[src/rtl/comm_link.sv]
`timescale 1ns/1ps
// comm_link: board-to-board byte transceiver over a 6-bit toggle-handshake link.
// Outgoing bytes are sent as two nibbles, high nibble first. Each nibble is held
// on the bus for SETUP_CYCLES before the request toggle. Incoming nibbles are
// reassembled into bytes, and the ack of the low nibble is withheld while the
// receive buffer is still full, which back-pressures the peer.
//
// Ports:
//   clk_clk, reset_reset_n    clock (rising edge) and async active-low reset
//   communication_input[5:0]  [3:0] peer nibble, [4] peer request, [5] peer ack
//   communication_output[5:0] [3:0] our nibble,  [4] our request,  [5] our ack
//   tx_data/tx_valid/tx_ready byte offer; accepted on tx_valid & tx_ready
//   rx_data/rx_valid/rx_read  received byte, unread flag, consume strobe
//   tx_timeout/tx_timeout_clr sticky ack-wait timeout flag and its clear
module comm_link #(
  parameter int SYNC_STAGES    = 2,
  parameter int SETUP_CYCLES   = 2,
  parameter int TIMEOUT_CYCLES = 1000000
) (
  input  logic       clk_clk,
  input  logic       reset_reset_n,
  input  logic [5:0] communication_input,
  output logic [5:0] communication_output,
  input  logic [7:0] tx_data,
  input  logic       tx_valid,
  output logic       tx_ready,
  output logic [7:0] rx_data,
  output logic       rx_valid,
  input  logic       rx_read,
  output logic       tx_timeout,
  input  logic       tx_timeout_clr
);

  localparam int SETUP_W = (SETUP_CYCLES > 1) ? $clog2(SETUP_CYCLES) : 1;
  localparam int TO_W    = $clog2(TIMEOUT_CYCLES + 1);

  typedef enum logic [2:0] {
    TX_IDLE, TX_SETUP_HI, TX_WAIT_HI, TX_SETUP_LO, TX_WAIT_LO
  } tx_state_e;

  // Synchroniser chain; stage SYNC_STAGES-1 is the only copy the logic uses.
  logic [SYNC_STAGES-1:0][5:0] sync_q, sync_d;
  logic [3:0] pn;
  logic       preq, pack;

  tx_state_e          tx_state_q, tx_state_d;
  logic [3:0]         tx_lo_q, tx_lo_d;
  logic [3:0]         tx_nib_q, tx_nib_d;
  logic               tx_req_q, tx_req_d;
  logic [SETUP_W-1:0] setup_cnt_q, setup_cnt_d;
  logic [TO_W-1:0]    to_cnt_q, to_cnt_d;
  logic               tx_timeout_q, tx_timeout_d;
  logic               timeout_hit;

  logic       rx_phase_q, rx_phase_d;
  logic [3:0] rx_hi_q, rx_hi_d;
  logic       rx_ack_q, rx_ack_d;
  logic [7:0] rx_data_q, rx_data_d;
  logic       rx_valid_q, rx_valid_d;
  logic       rx_pending;

  always_comb begin
    sync_d[0] = communication_input;
    for (int i = 1; i < SYNC_STAGES; i++) sync_d[i] = sync_q[i-1];
  end

  assign pn   = sync_q[SYNC_STAGES-1][3:0];
  assign preq = sync_q[SYNC_STAGES-1][4];
  assign pack = sync_q[SYNC_STAGES-1][5];

  // TX next state
  always_comb begin
    // NOTE: every signal gets its hold value first so no path through the case infers a latch.
    tx_state_d  = tx_state_q;
    tx_lo_d     = tx_lo_q;
    tx_nib_d    = tx_nib_q;
    tx_req_d    = tx_req_q;
    setup_cnt_d = setup_cnt_q;
    to_cnt_d    = to_cnt_q;
    timeout_hit = 1'b0;
    case (tx_state_q)
      TX_IDLE: begin
        if (tx_valid) begin
          tx_lo_d     = tx_data[3:0];
          tx_nib_d    = tx_data[7:4];
          setup_cnt_d = '0;
          tx_state_d  = TX_SETUP_HI;
        end
      end
      TX_SETUP_HI, TX_SETUP_LO: begin
        if (setup_cnt_q == SETUP_W'(SETUP_CYCLES - 1)) begin
          tx_req_d   = ~tx_req_q;
          to_cnt_d   = '0;
          tx_state_d = (tx_state_q == TX_SETUP_HI) ? TX_WAIT_HI : TX_WAIT_LO;
        end else begin
          setup_cnt_d = setup_cnt_q + SETUP_W'(1);
        end
      end
      TX_WAIT_HI, TX_WAIT_LO: begin
        if (pack == tx_req_q) begin
          if (tx_state_q == TX_WAIT_HI) begin
            tx_nib_d    = tx_lo_q;
            setup_cnt_d = '0;
            tx_state_d  = TX_SETUP_LO;
          end else begin
            tx_state_d = TX_IDLE;
          end
        end else begin
          // Counter saturates at the limit so the flag is set exactly once per
          // wait and a clear is not immediately undone while still stuck.
          if (to_cnt_q != TO_W'(TIMEOUT_CYCLES)) to_cnt_d = to_cnt_q + TO_W'(1);
          if (to_cnt_q == TO_W'(TIMEOUT_CYCLES - 1)) timeout_hit = 1'b1;
        end
      end
      default: tx_state_d = TX_IDLE;
    endcase

    tx_timeout_d = tx_timeout_q;
    if (tx_timeout_clr) tx_timeout_d = 1'b0;
    if (timeout_hit)    tx_timeout_d = 1'b1;  // set beats a simultaneous clear
  end

  // RX next state
  assign rx_pending = (preq != rx_ack_q);

  always_comb begin
    rx_phase_d = rx_phase_q;
    rx_hi_d    = rx_hi_q;
    rx_ack_d   = rx_ack_q;
    rx_data_d  = rx_data_q;
    rx_valid_d = rx_valid_q;
    if (rx_read) rx_valid_d = 1'b0;
    if (rx_pending) begin
      if (!rx_phase_q) begin
        rx_hi_d    = pn;
        rx_ack_d   = ~rx_ack_q;
        rx_phase_d = 1'b1;
      end else if (!rx_valid_q || rx_read) begin
        // Completing overrides the read-clear above: read and load in one cycle.
        rx_data_d  = {rx_hi_q, pn};
        rx_valid_d = 1'b1;
        rx_ack_d   = ~rx_ack_q;
        rx_phase_d = 1'b0;
      end
    end
  end

  // NOTE: sequential state uses non-blocking assignments only, so every flop samples pre-edge values.
  // NOTE: the synchroniser flops are reset too, so no stale peer toggle is seen after reset.
  always_ff @(posedge clk_clk or negedge reset_reset_n) begin
    if (!reset_reset_n) begin
      sync_q       <= '0;
      tx_state_q   <= TX_IDLE;
      tx_lo_q      <= '0;
      tx_nib_q     <= '0;
      tx_req_q     <= 1'b0;
      setup_cnt_q  <= '0;
      to_cnt_q     <= '0;
      tx_timeout_q <= 1'b0;
      rx_phase_q   <= 1'b0;
      rx_hi_q      <= '0;
      rx_ack_q     <= 1'b0;
      rx_data_q    <= '0;
      rx_valid_q   <= 1'b0;
    end else begin
      sync_q       <= sync_d;
      tx_state_q   <= tx_state_d;
      tx_lo_q      <= tx_lo_d;
      tx_nib_q     <= tx_nib_d;
      tx_req_q     <= tx_req_d;
      setup_cnt_q  <= setup_cnt_d;
      to_cnt_q     <= to_cnt_d;
      tx_timeout_q <= tx_timeout_d;
      rx_phase_q   <= rx_phase_d;
      rx_hi_q      <= rx_hi_d;
      rx_ack_q     <= rx_ack_d;
      rx_data_q    <= rx_data_d;
      rx_valid_q   <= rx_valid_d;
    end
  end

  assign communication_output = {rx_ack_q, tx_req_q, tx_nib_q};
  assign tx_ready   = (tx_state_q == TX_IDLE);
  assign rx_data    = rx_data_q;
  assign rx_valid   = rx_valid_q;
  assign tx_timeout = tx_timeout_q;

endmodule
[config.mk]
export PLATFORM = sky130hd
export DESIGN_NAME = comm_link
export DESIGN_NICKNAME = d
export VERILOG_FILES = /design/src/rtl/comm_link.sv
export SDC_FILE = /design/constraint.sdc
export NUM_CORES = 1
export LEC_CHECK = 0
export CELL_PAD_IN_SITES_DETAIL_PLACEMENT = 0
export CELL_PAD_IN_SITES_GLOBAL_PLACEMENT = 1
export CORE_ASPECT_RATIO = 2
export CORE_MARGIN = 1.5
export CORE_UTILIZATION = 35
export CTS_CLUSTER_DIAMETER = 120
export CTS_CLUSTER_SIZE = 24
export DETAILED_ROUTE_END_ITERATION = 7
export HOLD_SLACK_MARGIN = 0.08
export PLACE_DENSITY_LB_ADDON = 0.1
export SYNTH_ARGS = -nofsm -noshare
export SYNTH_HDL_FRONTEND = slang
export SYNTH_SLANG_ARGS = --single-unit
[constraint.sdc]
create_clock -name clk_clk -period 2.34 [get_ports clk_clk]
set_clock_uncertainty 0.05 [all_clocks]
set_input_delay 0.468 -clock clk_clk [delete_from_list [all_inputs] [get_ports clk_clk]]
set_output_delay 0.468 -clock clk_clk [all_outputs]
set_load 0.05 [all_outputs]
# Word-level counts from Yosys, hierarchy flattened
# Index checks and enable logic that the tools add are counted.
dict set report op_classes {
  reduce_logical 18
  add_sub_neg 2
  n_eq_ne 15
  n_bitwise 3
  mux 32
}
# cell count
set ops {}
lappend ops {{two-way mux 20 bit} 3}
lappend ops {{case mux 20 bit (2 select lines)} 1}
lappend ops {{adder 20 x 1 -> 20 bit, second input constant} 1}
lappend ops {{equality test 20 bit, second input constant} 1}
lappend ops {{!= test 20 bit, second input constant} 1}
lappend ops {{two-way mux 1 bit} 17}
lappend ops {{two-way mux 3 bit} 4}
lappend ops {{two-way mux 4 bit} 3}
lappend ops {{!= test 2 bit, second input constant} 6}
lappend ops {{AND reduction 4 bit} 3}
lappend ops {{case mux 3 bit (3 select lines)} 1}
lappend ops {{case mux 4 bit (2 select lines)} 1}
lappend ops {{AND reduction 2 bit} 4}
lappend ops {{equality test 3 x 2 -> 1 bit, second input constant} 2}
lappend ops {{AND reduction 3 bit} 2}
lappend ops {{nonzero test 2 bit} 3}
lappend ops {{OR reduction 2 bit} 2}
lappend ops {{equality test 3 x 1 -> 1 bit, second input constant} 1}
lappend ops {{equality test 3 bit, second input constant} 1}
lappend ops {{zero test 3 bit} 1}
lappend ops {{NOT 1 bit} 3}
lappend ops {{case mux 1 bit (3 select lines)} 1}
lappend ops {{nonzero test 3 bit} 1}
lappend ops {{two-way mux 2 bit} 1}
lappend ops {{6 further kinds} 6}
dict set report word_totals {
  inputBits 19
  output_inout_bits 17
  ff_bits 61
  word_cells 84
}

# Longest topological paths before layout
dict set report depth {
  depth_word 5
  ltp_mapped 8
  depth_no_buf 6
}

# Worst setup path after synthesis
# OpenSTA, ideal clock, no wires.
dict set report synth_timing {
  path_type {register -> register}
  from {register tx_state_q[0]}
  to {register tx_lo_q[0]}
  period_less_slack_ns 2.438
  arrival_ns 2.264
  slack_ns -0.098
  required_time_ns 2.165
  setup_time_ns 0.125
  n_path_buf 1
  path_stages_with_launch 5
  cell_sequence {dfrtp_1 clkbuf_2 nor3_1 and2_0 mux2_2}
}
dict set report synth_between {
  elab_chain_len 2
}
# element line
set synth_lines {}
lappend synth_lines {{from (decl)} 46} ;# tx_state_e tx_state_q, tx_state_d;
lappend synth_lines {{from (signal assigned)} 167} ;# tx_state_q <= tx_state_d;
lappend synth_lines {{zero test 3 bit} n/a}
lappend synth_lines {{named net tx_ready} 26} ;# output logic tx_ready,
lappend synth_lines {{AND reduction 2 bit (no line)} n/a}
lappend synth_lines {{to (signal assigned)} 168} ;# tx_lo_q <= tx_lo_d;
lappend synth_lines {{to (decl)} 47} ;# logic [3:0] tx_lo_q, tx_lo_d;
# The timed path passes the listed nets, and every way through them passes these cells.
# A chain may end at the register's enable or synchronous reset.

# Final worst setup path
dict set report layout_timing {
  from {register tx_state_q[0]}
  to {register to_cnt_q[15]}
}
dict set report layout_between {
  elab_chain_len 4
  elab_cells_between_ends 12
  classes_between {7 x eq/ne; 1 x mux; 4 x reduce/logical}
}
# element line
set layout_lines {}
lappend layout_lines {{equality test 3 x 2 -> 1 bit, or another cell as far along} 81} ;# case (tx_state_q)
lappend layout_lines {{OR reduction 2 bit} 81}
lappend layout_lines {{!= test 2 bit (no line) / nonzero test 2 bit (equally long branches)} n/a}
lappend layout_lines {{AND reduction 4 bit (no line)} n/a}
lappend layout_lines {{to (signal assigned)} 172} ;# to_cnt_q <= to_cnt_d;
lappend layout_lines {{to (decl)} 51} ;# logic [TO_W-1:0] to_cnt_q, to_cnt_d;
# Several ways; a longest one is shown, not always the timed one.

==> key figures <==
Run status
  • Status: finished, final reports clean

GRT
  • Pin count of the biggest net entering global routing: 37
  • Initial antenna violation count: 0
  • Global-route wire length before repair: 10,800 um
  • Total grt overflow: 0
  • Vias in the first global route: 2,211
  • Gr usage total: 17.3%

Clock tree
  • Clock latency on the worst-skew pair: 0.33 ns
  • Num CTS Buffers: 9
  • Worst-path clk slew: 0.05 ns
  • TritonCTS clock tree: built
  • Clock buffer depth: 2
  • Root buffer cell: clkbuf_16
  • Clk sinks: 61
  • Post-CTS Setup Repair Bufs: 0
  • H-tree levels: 3

Synth
  • Net count after synthesis: 265
  • Area leader, netlist: dfrtp_1
  • Syn Area/Cell: 11.4 um^2
  • Syn Inst Count: 244
  • Yosys reg bits: 61
  • Synth top area share: 55.1%
  • Main area contributors after synthesis: dfrtp_1, mux2_2, o31ai_1
  • Yosys cell types: 43
  • Sequential-to-total area share from yosys stat: 55.1%
  • Top FF cell, synth: dfrtp_1
  • Ys Warns: 0
  • Asr flop ratio synth: 100%
  • Post-Synthesis Cell Area: 2770 um^2
  • EDFF count, synth: 0

Die
  • Die span in x: 65.9 um
  • Die Ht: 129 um
  • Initial Util: 36.2%
  • I/O Pins: 36
  • Core ar.: 7660 um^2
  • Row Count: 45
  • Die area: 8490 um^2

Timing
  • Max Fclk: 0.464 GHz
  • Hold slack: 0.295 ns
  • Slew Limit Headroom: 62.6%
  • Endpoints failing hold: 0
  • Setup TNS: 0 ns
  • Count of final setup violators: 0
  • Least-Margin Pin Slew: 0.559 ns
  • Part of the cycle the worst path needs: 92.1%
  • Fin crit period: 2.15 ns
  • Final slew viol count: 0
  • Setup repair after global routing missed its margin: false

Final layout
  • Layout area overhead: 29.3%
  • Layout Nets: 316
  • Diodes inserted: 0
  • Register area: 1530 um^2
  • Post-layout util: 46.8%
  • Area of the multi-input gates: 1150 um^2
  • Share of layout cells above drive strength 1: 19.7%
  • Final std cells w/o fill: 393
  • Filler instances: 743
  • Final Cell Area: 3580 um^2

Routing
  • Routed wire length: 6420 um
  • Vias: 2,080
  • Via density: 5.29
  • Top layer in use: met4
  • Pre-antenna DRT Iters: 4
  • Met2 wire len: 3500 um
  • Final ANT Viol Nets: 0
  • DR iter-0 viols: 84
  • Met1 wire length: 2530 um
  • Met3 WL: 214 um
  • Drt drc: 0
  • DR WL/cell: 16.3 um

Setup path
  • Critical Path End Type: flip-flop
  • CP required: 2.52 ns
  • Worst setup path category: flip-flop to flip-flop
  • Startpoint types: flip-flop
  • Max FO, Critical Path: 19
  • Critical path arrival: 2.33 ns
  • Reg2reg setup slack: 0.19 ns

Place
  • GP Congestion: 0.728
  • Post-DP HPWL: 4550 um
  • Placed Area: 3310 um^2
  • Placed insts: 377
  • Port Buffer Count: 35

Worst hold path
  • Min-delay worst type: flip-flop to flip-flop

Power
  • Pleak: 1.52 nW
  • Cell Pwr Density: 1300 nW/um^2
  • Worst VDD drop: 0.000381 V

Flow run
  • MaxCap Viol Count: 0
## final cells by class
class / count / area share (%)
sequential: 61 / 42.6
multi-input combinational: 164 / 32.0
timing repair buffer: 54 / 14.3
clock buffer: 13 / 6.98
tap: 94 / 3.28
inverter: 5 / 0.524
clock inverter: 2 / 0.279
## sequential cells by signal (all words and copies together), names as in the netlist
signal,cells
pack,1
pn,4
preq,1
rx_ack_q,1
rx_data,8
rx_hi_q,4
rx_phase_q,1
rx_valid,1
setup_cnt_q,1
sync_d,6
to_cnt_q,20
tx_lo_q,4
tx_nib_q,4
tx_req_q,1
tx_state_q,3
tx_timeout,1
## critical path, cell delays in order (launching register included)
cell     delay [ns]
dfrtp_1        0.48
nand2_1        0.18
or2_1          0.29
o311a_1        0.15
or3_1          0.42
buf_12         0.18
o41ai_2        0.30
## stage by stage
stage,total power [mW],setup slack (ns)
6_report,4.65,0.186
5_1_grt,4.95,0.0269
3_3_place_gp,3.51,0.214
2_1_floorplan,2.89,0.303
4_1_cts,4.73,0.178
3_5_place_dp,3.54,0.190
## power by group
| group | leakage [nW] | total (mW) | switching (mW) | internal (mW) |
|---|---|---|---|---|
| combinational | 0.630 | 1.97 | 1.21 | 0.763 |
| sequential | 0.761 | 1.52 | 0.187 | 1.33 |
| clock | 0.129 | 1.16 | 0.428 | 0.734 |
| total | 1.52 | 4.65 | 1.82 | 2.83 |
## cells in the final DEF, fill, tap and decap left out, drive strengths merged, types with 3 or more instances in the layout
| cell | n |
|---|---|
| nand2b | 6 |
| nand3 | 8 |
| nand2 | 22 |
| clkdlybuf4s50 | 33 |
| nor2 | 12 |
| nor3 | 6 |
| dfrtp | 61 |
| nand4 | 3 |
| a31oi | 9 |
| o41ai | 3 |
| a41oi | 3 |
| clkbuf | 13 |
| and2 | 5 |
| o31ai | 31 |
| o21ai | 9 |
| inv | 5 |
| a21oi | 7 |
| mux2 | 17 |
| buf | 20 |
## synthesized netlist by cell type, drive strengths merged (7+ instances only)
cell    count
clkbuf      8
o21ai       9
a21oi       7
mux2       17
nand2      22
nand3       8
dfrtp      61
nor2       12
o31ai      31
a31oi       9
## what timing repair did
item	in CTS	in global routing
gates resized for setup	0	0
hold buffers	1	0
endpoints found under the hold margin	10	0
## logic make-up after synthesis
| group | share of synthesized area, % |
|---|---|
| AND/OR/NAND/NOR | 13.5 |
| AO/OA/AOI/OAI | 18.3 |
| flip-flops | 55.1 |
| buffers and inverters | 3.66 |
| multiplexers | 7.27 |
| XOR/XNOR | 1.26 |
| adder cells (fa/ha/maj) | 0.903 |
## layer usage
layer | vias to the layer above | GRT usage, %
li1 | 1006 | -
met1 | 1021 | 18.4
met2 | 40 | 30.0
met3 | 13 | 4.28
met4 | 0 | 10.7
met5 | - | 0
## path summary, 6_finish.rpt
path                               start      endpoint  cells past startpoint
setup / recovery           tx_state_q[0]  to_cnt_q[15]                      6
hold / removal                sync_d[10]          preq                      0
hold reg to reg               sync_d[10]          preq                      0
min in group asynchronous  reset_reset_n          pack                      2
max in group asynchronous  reset_reset_n  to_cnt_q[14]                      3
setup reg to reg           tx_state_q[0]  to_cnt_q[15]                      6
Power figures use the tool's default switching activity.
